[src/rtl/bsg_manycore_load_resp_router.sv]
// Routes endpoint return packets to ifetch (0 cycles) or per-channel response FIFOs (1 cycle to resp_v_o).
// A full channel FIFO holds the endpoint head (returned_yumi_o=0) and raises force; optional stats via BSG_MANYCORE_LOAD_RESP_STATS_EN.
// Backpressure: resp_force_o asks the core to drain; returned_yumi_o never depends on resp_yumi_i.

module bsg_manycore_load_resp_router_fifo #(
    parameter int width_p = 8,
    parameter int els_p   = 2
) (
    input  logic               clk_i,
    input  logic               reset_n_i,
    input  logic               enq_i,
    input  logic [width_p-1:0] enq_data_i,
    input  logic               deq_i,
    output logic               full_o,
    output logic               v_o,
    output logic [width_p-1:0] data_o
);
    localparam int ptr_w = $clog2(els_p);
    localparam int cnt_w = $clog2(els_p + 1);

    logic [width_p-1:0] mem [els_p];
    logic [ptr_w-1:0]   wr_ptr, rd_ptr;
    logic [cnt_w-1:0]   count;
    logic               do_enq, do_deq;

    function automatic logic [ptr_w-1:0] wrap_inc(input logic [ptr_w-1:0] p);
        return (p == ptr_w'(els_p - 1)) ? '0 : p + 1'b1;
    endfunction

    assign full_o = (count == cnt_w'(els_p));
    assign v_o    = (count != '0);
    assign data_o = mem[rd_ptr];

    // a full FIFO refuses enqueue even when a dequeue happens in the same cycle
    assign do_enq = enq_i & ~full_o;
    assign do_deq = deq_i & v_o;

    always_ff @(posedge clk_i) begin
        if (!reset_n_i) begin
            wr_ptr <= '0;
            rd_ptr <= '0;
            count  <= '0;
        end else begin
            if (do_enq) wr_ptr <= wrap_inc(wr_ptr);
            if (do_deq) rd_ptr <= wrap_inc(rd_ptr);
            case ({do_enq, do_deq})
                2'b10:   count <= count + 1'b1;
                2'b01:   count <= count - 1'b1;
                default: count <= count;
            endcase
        end
    end

    always_ff @(posedge clk_i) begin
        if (do_enq) mem[wr_ptr] <= enq_data_i;
    end

    assert property (@(posedge clk_i) disable iff (!reset_n_i) deq_i |-> v_o);
endmodule

module bsg_manycore_load_resp_router #(
    parameter int data_width_p     = 32,
    parameter int reg_addr_width_p = 5,
    parameter int num_rf_p         = 2,
    parameter int pkt_type_width_p = 2,
    parameter int buf_els_p        = 2,
    parameter int stall_limit_p    = 16
) (
    input  logic                                 clk_i,
    input  logic                                 reset_n_i,
    input  logic                                 returned_v_i,
    input  logic [data_width_p-1:0]              returned_data_i,
    input  logic [reg_addr_width_p-1:0]          returned_reg_id_i,
    input  logic [pkt_type_width_p-1:0]          returned_pkt_type_i,
    input  logic                                 returned_fifo_full_i,
    output logic                                 returned_yumi_o,
    output logic                                 ifetch_v_o,
    output logic [data_width_p-1:0]              ifetch_instr_o,
    output logic [num_rf_p-1:0]                  resp_v_o,
    output logic [num_rf_p*reg_addr_width_p-1:0] resp_rd_o,
    output logic [num_rf_p*data_width_p-1:0]     resp_data_o,
    output logic [num_rf_p-1:0]                  resp_force_o,
    input  logic [num_rf_p-1:0]                  resp_yumi_i,
    output logic                                 invalid_type_o,
    output logic [num_rf_p*32-1:0]               stat_count_o
);
    localparam int entry_w = reg_addr_width_p + data_width_p;
    localparam int stall_w = (stall_limit_p > 0) ? $clog2(stall_limit_p + 1) : 1;
    localparam logic [stall_w-1:0] stall_max = stall_w'(stall_limit_p);
    localparam logic stall_en = (stall_limit_p != 0);

    logic [31:0]         type_ext;
    logic [num_rf_p-1:0] rf_hit, fifo_full, fifo_v, enq;
    logic                is_ifetch, is_rf, invalid_r;

    // widen the type once so range checks work for any pkt_type_width_p
    assign type_ext  = 32'(returned_pkt_type_i);
    assign is_ifetch = returned_v_i & (type_ext == 32'd1);
    assign is_rf     = |rf_hit;

    assign returned_yumi_o = reset_n_i & returned_v_i & (is_rf ? |(rf_hit & ~fifo_full) : 1'b1);
    assign ifetch_v_o      = reset_n_i & is_ifetch;
    assign ifetch_instr_o  = returned_data_i;
    assign invalid_type_o  = reset_n_i & invalid_r;

    always_ff @(posedge clk_i) begin
        if (!reset_n_i)
            invalid_r <= 1'b0;
        else if (returned_v_i && (type_ext >= 32'(num_rf_p + 2)))
            invalid_r <= 1'b1;
    end

    for (genvar c = 0; c < num_rf_p; c++) begin : g_ch
        logic [entry_w-1:0] head;
        logic [stall_w-1:0] stall_cnt;
        logic               stall_hit;

        assign rf_hit[c] = returned_v_i & (type_ext == 32'(c + 2));
        assign enq[c]    = reset_n_i & rf_hit[c];

        bsg_manycore_load_resp_router_fifo #(
            .width_p (entry_w),
            .els_p   (buf_els_p)
        ) fifo (
            .clk_i      (clk_i),
            .reset_n_i  (reset_n_i),
            .enq_i      (enq[c]),
            .enq_data_i ({returned_reg_id_i, returned_data_i}),
            .deq_i      (resp_yumi_i[c]),
            .full_o     (fifo_full[c]),
            .v_o        (fifo_v[c]),
            .data_o     (head)
        );

        assign resp_v_o[c] = reset_n_i & fifo_v[c];
        assign resp_rd_o[c*reg_addr_width_p +: reg_addr_width_p] = head[data_width_p +: reg_addr_width_p];
        assign resp_data_o[c*data_width_p +: data_width_p]       = head[data_width_p-1:0];

        always_ff @(posedge clk_i) begin
            if (!reset_n_i || !fifo_v[c] || resp_yumi_i[c])
                stall_cnt <= '0;
            else if (stall_cnt != stall_max)
                stall_cnt <= stall_cnt + 1'b1;
        end

        assign stall_hit = stall_en & (stall_cnt == stall_max);
        // force when the head is about to block the endpoint, or has waited too long
        assign resp_force_o[c] = resp_v_o[c] &
                                 (fifo_full[c] | (rf_hit[c] & returned_fifo_full_i) | stall_hit);

`ifdef BSG_MANYCORE_LOAD_RESP_STATS_EN
        logic [31:0] stat_cnt;
        always_ff @(posedge clk_i) begin
            if (!reset_n_i)
                stat_cnt <= '0;
            else if (resp_yumi_i[c] && fifo_v[c] && (stat_cnt != 32'hFFFF_FFFF))
                stat_cnt <= stat_cnt + 32'd1;
        end
        assign stat_count_o[c*32 +: 32] = reset_n_i ? stat_cnt : 32'd0;
`else
        assign stat_count_o[c*32 +: 32] = 32'd0;
`endif
    end
endmodule
[config.mk]
export PLATFORM = sky130hd
export DESIGN_NAME = bsg_manycore_load_resp_router
export DESIGN_NICKNAME = d
export VERILOG_FILES = /design/src/rtl/bsg_manycore_load_resp_router.sv
export SDC_FILE = /design/constraint.sdc
export NUM_CORES = 1
export LEC_CHECK = 0
export ABC_AREA = 1
export ABC_CLOCK_PERIOD_IN_PS = 3210
export BUFFER_PORTS_ARGS = -buffer_cell sky130_fd_sc_hd__buf_2
export CAP_MARGIN = 20
export CELL_PAD_IN_SITES_DETAIL_PLACEMENT = 1
export CELL_PAD_IN_SITES_GLOBAL_PLACEMENT = 1
export CORE_UTILIZATION = 43
export CTS_BUF_LIST = sky130_fd_sc_hd__clkbuf_2 sky130_fd_sc_hd__clkbuf_4 sky130_fd_sc_hd__clkbuf_8
export CTS_CLUSTER_SIZE = 20
export DETAILED_ROUTE_END_ITERATION = 10
export GPL_TIMING_DRIVEN = 0
export PLACE_DENSITY = 0.81
export SETUP_SLACK_MARGIN = 0.02
export SYNTH_ARGS = -nofsm -noshare
export SYNTH_HDL_FRONTEND = slang
export SYNTH_SLANG_ARGS = --single-unit
[constraint.sdc]
create_clock -name clk_i -period 3.21 [get_ports clk_i]
set_input_delay 0.1605 -clock clk_i [delete_from_list [all_inputs] [get_ports clk_i]]
set_output_delay 0.1605 -clock clk_i [all_outputs]
set_load 0.02 [all_outputs]
==> out/results.ini, run 1 <==
[run_status]
status=complete, no violations

[routing]
viasPerCell=4.50
ant_nets=0
drt-initial-drc-count=166
wl_per_cell_microns=16.2
wl_microns=16000
via_count=4442
drc=0
dr.pass1.iters=4

[clock_tree]
clkTransAtPathRegs_ns=0.09
hold_buffers=37
ctsResizeCount=0
cts_buffer_depth=2
post-cts-setup-buffers=0
cts_tree=done
clock_latency_ns=0.45
cts.sinks=168
ctsHtreeMaxLevel=4
cts-buffers-inserted=17
cts_root_buffer=clkbuf_8

[layout]
layout.cells.non_filler=987
area_growth_pct=28.7
drive_gt1_share_pct=51.5
final_nets=806
diodes=0

[setup_path]
crit_path_frequent_cell=inv_2
crit_buf_inv=4
cp-start-kind=flip-flop
crit_family=simple AND/OR/NAND/NOR gates
crit_fanout=22
cp_data_arrival_time_ns=2.05
cp_slowest_stage_delay_ns=0.49
cpMaxStageDelayCell=nor2_4
crit_chain=inv_2 -> nand2_1 -> inv_2 -> nor2_2 -> inv_2 -> nor2_4 -> buf_12
required_ns=3.36
r2r-start=g_ch[1].fifo.count[0]$_SDFFE_PN0P_
endpoint_kind=flip-flop
setup.worst_path.start=g_ch[1].fifo.count[0]$_SDFFE_PN0P_
crit_type=reg2reg

[logic_synthesis]
synth_cells=475
ys_warn_count=0
yosysUniqueCellTypes=29
synth_edf_count=148
ys_seq_area_share_pct=65.0
synth_ff_type=edfxtp_1
ys_ff_latch=168
async_flop_share_pct=0
synth_area_sq_um=7460
syn_avg_cell_area_sq_um=15.7

[global_routing]
overflow=0
grt_first_pass_wirelength_microns=24800
grt_start_max_net_pins=27
grt_usage_pct=18.5
grt_pass1_vias=4774
antenna_found_initial=0

[sta]
rsz0062_at_grt=no
finClkSkew_ns=0.00805
setup_viol=0
clock.fmax_mhz=526
hold_viol=0
worst_pin_slew_ns=0.617
min_period_over_period_pct=59.2
whs_ns=0.0446
relSlewSlack_pct=58.8
period_minus_slack_ns=1.90
slew_viol_final=0

[floorplan]
die-area_sq_um=17900
core_area_sq_um=16800
num_io_pins=222
rows=47
die-width_microns=134
die_h_microns=134
start_util_pct=44.5

[power_and_ir_drop]
pwr-share-seq_pct=53.3
switching_power_w=0.00119
p_per_area_nw_per_um2=474
switching_share_pct=26.2
finalPower_w=0.00455
intPower_w=0.00336
irDropWorstVdd_mv=0.235
pwr-share-comb_pct=15.9
clkPwrFrac_pct=30.8
leakagePower_nw=4.02

[placed_design]
finalWeightedCongestion=0.728
port_buffers=156
post-place-cells=919
dp_hpwl_microns=11000

[hold_path]
min_from=resp_yumi_i[0]
hold_path_class=in2reg

[flow_run]
drv_cap=0

## sequential cells by signal, summed over array words and instances (netlist names), named ones only
| register | cells |
|---|---|
| g_ch.fifo.rd_ptr | 2 |
| g_ch.stall_cnt | 10 |
| g_ch.fifo.mem | 148 |
| g_ch.fifo.count | 4 |
| g_ch.fifo.wr_ptr | 2 |
## logic make-up (layout without fill, tap and decap cells)
family                     Yosys count  count (layout)  synth area share (%)
xor gates and xnor gates             4               4                 0.470
adders and majority gates            6               6                  1.01
buffers and inverters              127             355                  12.8
and+or+nand+nor                     77              77                  5.18
other                                1              65                0.0503
DFF                                168             168                  65.0
AOI/OAI and AO/OA                   18              18                  1.31
muxes                               74              74                  14.2
## final timing paths
path / slack (ns) / to / cells past startpoint
max: 1.31 / g_ch[1].fifo.mem[0][0]$_DFFE_PP_ / 7
min: 0.04 / g_ch[0].stall_cnt[0]$_SDFFE_PP0P_ / 4
max reg2reg: 1.31 / g_ch[1].fifo.mem[0][0]$_DFFE_PP_ / 7
min reg2reg: 0.53 / g_ch[0].stall_cnt[4]$_SDFFE_PP0P_ / 2
## layer usage
layer	vias to the layer above	track usage (%)	share of wire, %
met4	0	6.06	1.3
met1	2172	21.0	41
met5	-	0	0
li1	2088	-	-
met3	17	4.49	5.1
met2	165	33.8	52
## stage by stage
stage                     cell area [sq um]  utilization (%)  worst slack [ns]  TNS, ns
after global placement                 8750             52.2            -0.969  -135.66
after global routing                   9600             57.3              1.15        0
after CTS                              9600             57.3              1.27        0
after detailed placement               8860             52.9              1.29        0
after floorplan                        7700                -             0.494        0
final                                  9600             57.3              1.31        0
## cell usage after synthesis, drive strengths merged, types with 3 or more instances
cell    count  area [sq um]
nand2      26           105
nand3       6          30.0
dfxtp      20           400
mux2       74          1060
ha          6          75.1
a21oi      10          50.1
inv        21          78.8
nor2       30           143
edfxtp    148          4440
o21ai       4          20.0
nor3        3          15.0
nand4       8          56.3
buf       106           878
## final cells by class
cell class                      instances  area, sq um
Sequential cell                       168         4840
Clock inverter                         13          124
Multi-Input combinational cell        244         1930
Buffer                                106          878
Timing Repair Buffer                  197         1230
Inverter                               21         78.8
Tap cell                              220          275
Clock buffer                           18          241
Fill cell                            1710         7160
## worst reg2reg max path: cells and delay by family (launching register included)
kind	cells	cell delay [ns]
AND/OR/NAND/NOR	3	0.73
flip-flops	1	0.39
buffers and inverters	4	0.46
## power by group through the flow
stage / clock [W] / sequential [W] / combinational (W)
global placement: 0 / 0.00247 / 0.000660
floorplan: 0 / 0.00247 / 0.000501
detailed placement: 0 / 0.00247 / 0.000685
global route: 0.00151 / 0.00243 / 0.000769
finish: 0.00140 / 0.00242 / 0.000722
CTS: 0.00143 / 0.00242 / 0.000722
## placed cells by master, fill, tap and decap left out, types with 17 or more instances in the layout
master and count:
conb_1 65, nor2_1 18, mux2_4 60, dlygate4sd3_1 37
clkbuf_8 17, edfxtp_1 148, buf_2 156, buf_4 98
nand2_1 23, dfxtp_1 20
Power figures use the tool's default switching activity.
==> run 2, diff against run 1 <==
--- a/config.mk
+++ b/config.mk
@@ -5,18 +5,18 @@
 export SDC_FILE = /design/constraint.sdc
 export NUM_CORES = 1
 export LEC_CHECK = 0
-export ABC_AREA = 1
-export ABC_CLOCK_PERIOD_IN_PS = 3210
+export ABC_AREA = 0
+export ABC_CLOCK_PERIOD_IN_PS = 1580
 export BUFFER_PORTS_ARGS = -buffer_cell sky130_fd_sc_hd__buf_2
 export CAP_MARGIN = 20
 export CELL_PAD_IN_SITES_DETAIL_PLACEMENT = 1
 export CELL_PAD_IN_SITES_GLOBAL_PLACEMENT = 1
-export CORE_UTILIZATION = 43
+export CORE_UTILIZATION = 39
 export CTS_BUF_LIST = sky130_fd_sc_hd__clkbuf_2 sky130_fd_sc_hd__clkbuf_4 sky130_fd_sc_hd__clkbuf_8
 export CTS_CLUSTER_SIZE = 20
 export DETAILED_ROUTE_END_ITERATION = 10
 export GPL_TIMING_DRIVEN = 0
-export PLACE_DENSITY = 0.81
+export PLACE_DENSITY = 0.78
 export SETUP_SLACK_MARGIN = 0.02
 export SYNTH_ARGS = -nofsm -noshare
 export SYNTH_HDL_FRONTEND = slang
==> constraint.sdc (replaced) <==
create_clock -name clk_i -period 1.58 [get_ports clk_i]
set_input_delay 0.079 -clock clk_i [delete_from_list [all_inputs] [get_ports clk_i]]
set_output_delay 0.079 -clock clk_i [all_outputs]
set_load 0.02 [all_outputs]
==> out/results.ini, run 2 <==
[power_and_ir_drop]
pwr-share-comb_pct=18.9  ; +3.0 points
finalPower_w=0.0101  ; +120%
pwr-share-seq_pct=48.8  ; -4.5 points
leakagePower_nw=4.51  ; +12%
switching_share_pct=24.8  ; -1.4 points
p_per_area_nw_per_um2=927  ; +96%
clkPwrFrac_pct=32.3  ; +1.5 points
irDropWorstVdd_mv=0.601  ; +160%
intPower_w=0.00761  ; +130%
switching_power_w=0.00251  ; +110%

[layout]
regArea_sq_um=4860  ; +0.36%
fin_util_pct=62.4  ; +5.1 points
largest_reg_flops=148  ; unchanged
area_growth_pct=54.8
regMostFlops=g_ch.fifo.mem
final_nets=819  ; +1.6%
fin_area_sq_um=10900  ; +14%
mostFrequentLayoutCell=edfxtp_1
fill_cells=1649  ; -3.6%
diodes=0  ; unchanged
drive_gt1_share_pct=57.5  ; +6.0 points
reg_top3=g_ch.fifo.mem (148), g_ch.stall_cnt (10), g_ch.fifo.count (4)
final_cell_mix=edfxtp_1, buf_4, buf_2
multi_input_area_sq_um=2080  ; +7.9%

[routing]
ant_nets=0  ; unchanged
drt-initial-drc-count=153  ; -7.8%
wl_per_cell_microns=19.2  ; +19%
wl_microns=19300  ; +21%
drc=0  ; unchanged
via_count=4498  ; +1.3%
dr.pass1.iters=4  ; unchanged
viasPerCell=4.48  ; -0.45%

[sta]
min_period_over_period_pct=110
setup_ws_ns=-0.165  ; -1.47 ns
setup_viol=76  ; +76
whs_ns=0.134  ; +0.0891 ns
slew_viol_final=0  ; unchanged
rsz0062_at_grt=yes
finClkSkew_ns=0.0115  ; +0.00341 ns
clock.fmax_mhz=573
period_minus_slack_ns=1.74
hold_viol=0  ; unchanged

[logic_synthesis]
synth.largest_area_cell=edfxtp_1
netlist_top_cells_count=edfxtp_1, buf_4, mux2_2
synth_edf_count=148  ; unchanged
ys_ff_latch=168  ; unchanged
synth_area_sq_um=7050  ; -5.5%
async_flop_share_pct=0  ; unchanged
yosysUniqueCellTypes=32  ; +10%
synth_ff_type=edfxtp_1
synth_top_area_share_pct=63.1  ; +3.5 points
ys_warn_count=0  ; unchanged
synth_cells=439  ; -7.6%
syn_avg_cell_area_sq_um=16.0  ; +2.2%
yosysMostFrequentCell=edfxtp_1
ys_seq_area_share_pct=68.8  ; +3.8 points
synth_area_leaders=edfxtp_1, mux2_2, buf_4

[global_routing]
grt_start_max_net_pins=26  ; -3.7%
grt_first_pass_wirelength_microns=27100  ; +9.4%
grt_pass1_vias=4867  ; +1.9%
grt_usage_pct=20.4  ; +1.9 points
overflow=0  ; unchanged
antenna_found_initial=0  ; unchanged

[placed_design]
dpl_cell_area_sq_um=8510  ; -4.1%
port_buffers=156  ; unchanged
dp_hpwl_microns=10600  ; -3.8%
finalWeightedCongestion=0.728  ; about the same

[clock_tree]
clock_latency_ns=0.46  ; about the same
cts_root_buffer=clkbuf_8
ctsHtreeMaxLevel=4  ; unchanged
cts-buffers-inserted=17  ; unchanged
cts_tree=done
clkTransAtPathRegs_ns=0.09  ; about the same
cts.sinks=168  ; unchanged
cts_buffer_depth=2  ; unchanged

[setup_path]
cp-start-kind=flip-flop
cp_slowest_stage_delay_ns=0.33  ; -0.16 ns
crit_type=reg2out
cp_data_arrival_time_ns=1.67  ; -0.38 ns
r2r_setup_slack_ns=0.02  ; -1.29 ns
crit_fanout=2  ; -91%
crit_chain=inv_2 -> ha_4 -> nor4bb_4 -> buf_2 -> inv_2 -> a31oi_1 -> buf_4
reg2regPathDepth=6  ; -1
required_ns=1.50  ; -1.86 ns
endpoint_kind=output port
crit_path_frequent_cell=inv_2
cpMaxStageDelayCell=dfxtp_2

[floorplan]
die-area_sq_um=18600  ; +4.1%
start_util_pct=40.3  ; -4.2 points
rows=48  ; +2.1%
die_h_microns=136  ; +2.0%
die-width_microns=136  ; +2.0%
core_area_sq_um=17500  ; +4.3%
num_io_pins=222  ; unchanged

[hold_path]
hold_path_class=in2reg
min_delay_path_depth=4  ; unchanged

[flow_run]
drv_cap=0  ; unchanged

[run_status]
violations=negative setup slack
status=finished with violations

## run 2: power by group through the flow
| stage | clock network (W) | logic (W) | registers [W] |
|---|---|---|---|
| 2_1_floorplan | 0 | 0.000879 | 0.00502 |
| 3_3_place_gp | 0 | 0.00121 | 0.00502 |
| 3_5_place_dp | 0 | 0.00125 | 0.00503 |
| 4_1_cts | 0.00329 | 0.00185 | 0.00493 |
| 5_1_grt | 0.00350 | 0.00201 | 0.00494 |
| 6_report | 0.00327 | 0.00191 | 0.00494 |
## run 2: per-layer routing
metal | routed length [microns] | GRT usage, % | vias up
li1 | - | - | 2088
met3 | 1020 | 5.41 | 30
met1 | 7540 | 21.6 | 2219
met2 | 10400 | 39.0 | 161
met5 | 0 | 0 | -
met4 | 312 | 5.62 | 0
## run 2: path summary, 6_finish.rpt
kind | start | end
setup / recovery | g_ch[1].stall_cnt[1]$_SDFFE_PP0P_ | resp_force_o[1]
hold / removal | returned_pkt_type_i[0] | g_ch[1].fifo.wr_ptr$_SDFFE_PN0N_
setup reg to reg | g_ch[0].fifo.count[0]$_SDFFE_PN0P_ | g_ch[0].fifo.mem[1][25]$_DFFE_PP_
hold reg to reg | g_ch[1].fifo.wr_ptr$_SDFFE_PN0N_ | g_ch[1].fifo.wr_ptr$_SDFFE_PN0N_
## run 2: logic make-up after synthesis
logic type | synth area share [%]
flip-flops | 68.8
other | 0.0532
adder cells (fa/ha/maj) | 1.07
buffers and inverters | 11.6
AO/OA/AOI/OAI | 1.01
XOR/XNOR | 1.74
multiplexers | 12.5
AND/OR/NAND/NOR | 3.20
## run 2: area by class of cell
type / count / area share [%]
multi-input combinational: 219 / 19.1
clock inverter: 13 / 1.64
buffer: 107 / 8.09
sequential: 168 / 44.6
clock buffer: 17 / 2.15
tap: 225 / 2.58
timing repair buffer: 245 / 21.6
inverter: 10 / 0.344
## run 2: worst max-delay path: cells and delay by family (launching register included)
family	cells	cell delay, ns
flip-flops	1	0.33
buffers and inverters	4	0.44
AND/OR/NAND/NOR	1	0.19
AO/OA/AOI/OAI	1	0.12
adder cells (fa/ha/maj)	1	0.13
## run 2: repair_timing
item / 4_1_cts / 5_1_grt
hold endpoints to repair: 156 / 0
hold buffers: 39 / 0
pin swaps: 7 / 12
gates resized for setup: 271 / 41
endpoints found under the setup margin: 227 / 182
gates cloned: 6 / 5
buffers inserted: 24 / 17
## run 2: through the flow
stage | TNS, ns | std cells | worst slack [ns]
after floorplan | -11.82 | 503 | -0.163
after detailed placement | -36.82 | 888 | -0.359
after global routing | -10.49 | 1004 | -0.270
after global placement | -88.50 | 884 | -0.691
final | -5.53 | 1004 | -0.165
after CTS | -26.68 | 987 | -0.337
==> run 3, diff against run 2 <==
--- a/config.mk
+++ b/config.mk
@@ -11,12 +11,12 @@
 export CAP_MARGIN = 20
 export CELL_PAD_IN_SITES_DETAIL_PLACEMENT = 1
 export CELL_PAD_IN_SITES_GLOBAL_PLACEMENT = 1
-export CORE_UTILIZATION = 39
-export CTS_BUF_LIST = sky130_fd_sc_hd__clkbuf_2 sky130_fd_sc_hd__clkbuf_4 sky130_fd_sc_hd__clkbuf_8
+export CORE_UTILIZATION = 37
+export CTS_BUF_LIST = sky130_fd_sc_hd__clkbuf_16
 export CTS_CLUSTER_SIZE = 20
 export DETAILED_ROUTE_END_ITERATION = 10
 export GPL_TIMING_DRIVEN = 0
-export PLACE_DENSITY = 0.78
+export PLACE_DENSITY = 0.75
 export SETUP_SLACK_MARGIN = 0.02
 export SYNTH_ARGS = -nofsm -noshare
 export SYNTH_HDL_FRONTEND = slang
==> out/results.ini, run 3 (synthesized netlist as in run 2, its figures left out) <==
[setup_path]
crit_family=buffers and inverters
endpoint_kind=output port
crit_path_frequent_cell=buf_12
cp-start-kind=flip-flop
cp_slowest_stage_delay_ns=0.33  ; about the same
crit_type=reg2out
cpMaxStageDelayCell=dfxtp_2
cp_data_arrival_time_ns=1.61  ; -0.06 ns
crit_fanout=5  ; +3
required_ns=1.50  ; about the same
crit_buf_inv=4  ; unchanged
crit_chain=buf_12 -> buf_12 -> buf_16 -> mux2_4 -> buf_6

[run_status]
violations=negative setup slack
status=finished with violations

[routing]
via_count=4526  ; +0.62%
dr.pass1.iters=4  ; unchanged
ant_nets=0  ; unchanged
drt-initial-drc-count=112  ; -27%
wl_microns=19300  ; +0.13%
wl_per_cell_microns=19.0  ; -1.2%
viasPerCell=4.45  ; -0.66%
drc=0  ; unchanged

[placed_design]
dp_hpwl_microns=10600  ; about the same
post-place-cells=897  ; +1.0%
finalWeightedCongestion=0.716  ; -1.6%
port_buffers=156  ; unchanged
pre_cts_slack_ns=-0.486  ; -0.127 ns
dpl_cell_area_sq_um=8530  ; +0.31%

[power_and_ir_drop]
p_per_area_nw_per_um2=980  ; +5.7%
leakagePower_nw=4.60  ; +1.9%
clkPwrFrac_pct=36.9  ; +4.6 points
irDropWorstVdd_mv=0.766  ; +28%
pwr-share-comb_pct=17.6  ; -1.3 points
intPower_w=0.00812  ; +6.7%
switching_share_pct=25.3  ; +0.56 points
pwr-share-seq_pct=45.4  ; -3.4 points
switching_power_w=0.00276  ; +10%

[layout]
fin_util_pct=59.3  ; -3.1 points
final_cell_mix=edfxtp_1, buf_4, buf_2, buf_6, mux2_4
regMostFlops=g_ch.fifo.mem
largest_reg_flops=148  ; unchanged
drive_gt1_share_pct=57.9  ; +0.34 points
area_growth_pct=57.5
final_nets=821  ; +0.24%
mostFrequentLayoutCell=edfxtp_1
fin_area_sq_um=11100  ; +1.7%
diodes=0  ; unchanged
reg_top3=g_ch.fifo.mem (148), g_ch.stall_cnt (10), g_ch.fifo.count (4)
layout.cells.non_filler=1017  ; +1.3%

[global_routing]
grt_pass1_vias=4883  ; +0.33%
use_met2_pct=36.4  ; -2.6 points
antenna_found_initial=0  ; unchanged
grt.met1_usage_pct=22.7  ; +1.1 points
use_met3_pct=4.21  ; -1.2 points
grt_first_pass_wirelength_microns=28400  ; +5.0%
overflow=0  ; unchanged
grt_start_max_net_pins=20  ; -23%
top_usage_layer=met2
grt_usage_pct=19.6  ; -0.74 points

[sta]
setup_ws_ns=-0.112  ; +0.0522 ns
rsz0062_at_grt=yes
slew_viol_final=0  ; unchanged
clock.fmax_mhz=591  ; +3.1%
hold_viol=0  ; unchanged
finClkSkew_ns=0.00687  ; -0.00459 ns
setup_viol=51  ; -33%
whs_ns=0.0456  ; -0.0882 ns
period_minus_slack_ns=1.69  ; -0.0522 ns
min_period_over_period_pct=107  ; -3.3 points

[hold_path]
hold_path_class=in2reg

[clock_tree]
cts_tree=done
cts_buffer_depth=2  ; unchanged
ctsHtreeMaxLevel=4  ; unchanged
cts_root_buffer=clkbuf_16
clkTransAtPathRegs_ns=0.07  ; -0.02 ns
cts.sinks=168  ; unchanged
clock_latency_ns=0.42  ; -0.04 ns
cts-buffers-inserted=17  ; unchanged

[floorplan]
die-area_sq_um=19600  ; +5.3%
num_io_pins=222  ; unchanged
core_area_sq_um=18700  ; +7.0%
die_h_microns=140  ; +2.6%
rows=50  ; +4.2%
start_util_pct=37.7  ; -2.6 points
die-width_microns=140  ; +2.6%

[flow_run]
drv_cap=0  ; unchanged

==> run 3: cell types whose count changed in the layout (fill, tap and decap cells not counted), moves of 3 or more <==
cell / delta
clkinv_4: +4
clkbuf_16: +18
buf_4: -4
buf_6: +6
clkbuf_8: -17
bufinv_16: -3
==> run 3: path summary, 6_finish.rpt <==
check / startpoint / endpoint / slack (ns) / cells after the start
max: flip-flop / resp_data_o[40] / -0.11 / 5
min reg2reg: g_ch[1].stall_cnt[4]$_SDFFE_PP0P_ / g_ch[1].stall_cnt[4]$_SDFFE_PP0P_ / 0.53 / 2
max reg2reg: g_ch[0].fifo.count[0]$_SDFFE_PN0P_ / g_ch[0].fifo.mem[0][1]$_DFFE_PP_ / 0.01 / 6
min: resp_yumi_i[1] / g_ch[1].stall_cnt[0]$_SDFFE_PP0P_ / 0.05 / 3
==> run 3: repair_timing <==
action | 4_1_cts | 5_1_grt
pin swaps | 11 | 4
buffers inserted | 32 | 13
gates resized for setup | 227 | 88
hold endpoints to repair | 148 | 0
cloned | 8 | 3
hold buffers | 37 | 0
endpoints found under the setup margin | 227 | 166
==> run 3: metal layers <==
metal / share of wire (%) / routed length (microns)
met5: 0 / 0
met4: 0.92 / 178
met3: 4.3 / 835
met2: 54 / 10500
met1: 41 / 7870
==> run 3: layout make-up <==
| type | instances | area, sq um |
|---|---|---|
| Fill cell | 1774 | 7610 |
| Sequential cell | 168 | 4860 |
| Timing Repair Buffer | 247 | 2390 |
| Multi-Input combinational cell | 219 | 2060 |
| Buffer | 107 | 882 |
| Clock buffer | 17 | 425 |
| Tap cell | 234 | 293 |
| Clock inverter | 15 | 143 |
| Inverter | 10 | 37.5 |
==> run 3: worst register-to-register path, stage by stage (launching register included) <==
cell	delay, ns
dfxtp_4	0.39
nand2b_4	0.13
nand3b_1	0.15
buf_6	0.18
nor2_4	0.12
buf_12	0.16
clkbuf_16	0.17
==> run 3: power groups by stage <==
stage               clock [W]  combinational [W]  sequential (W)
floorplan                   0           0.000879         0.00502
global placement            0            0.00121         0.00502
detailed placement          0            0.00125         0.00503
CTS                   0.00405            0.00181         0.00494
global route          0.00428            0.00201         0.00495
finish                0.00402            0.00192         0.00494
==> run 3: per-stage QoR <==
stage | total power (W) | setup TNS (ns)
final | 0.0109 | -4.39
after global routing | 0.0112 | -8.19
after CTS | 0.0108 | -7.54
after detailed placement | 0.00628 | -45.79
after global placement | 0.00624 | -91.68
after floorplan | 0.00590 | -11.82
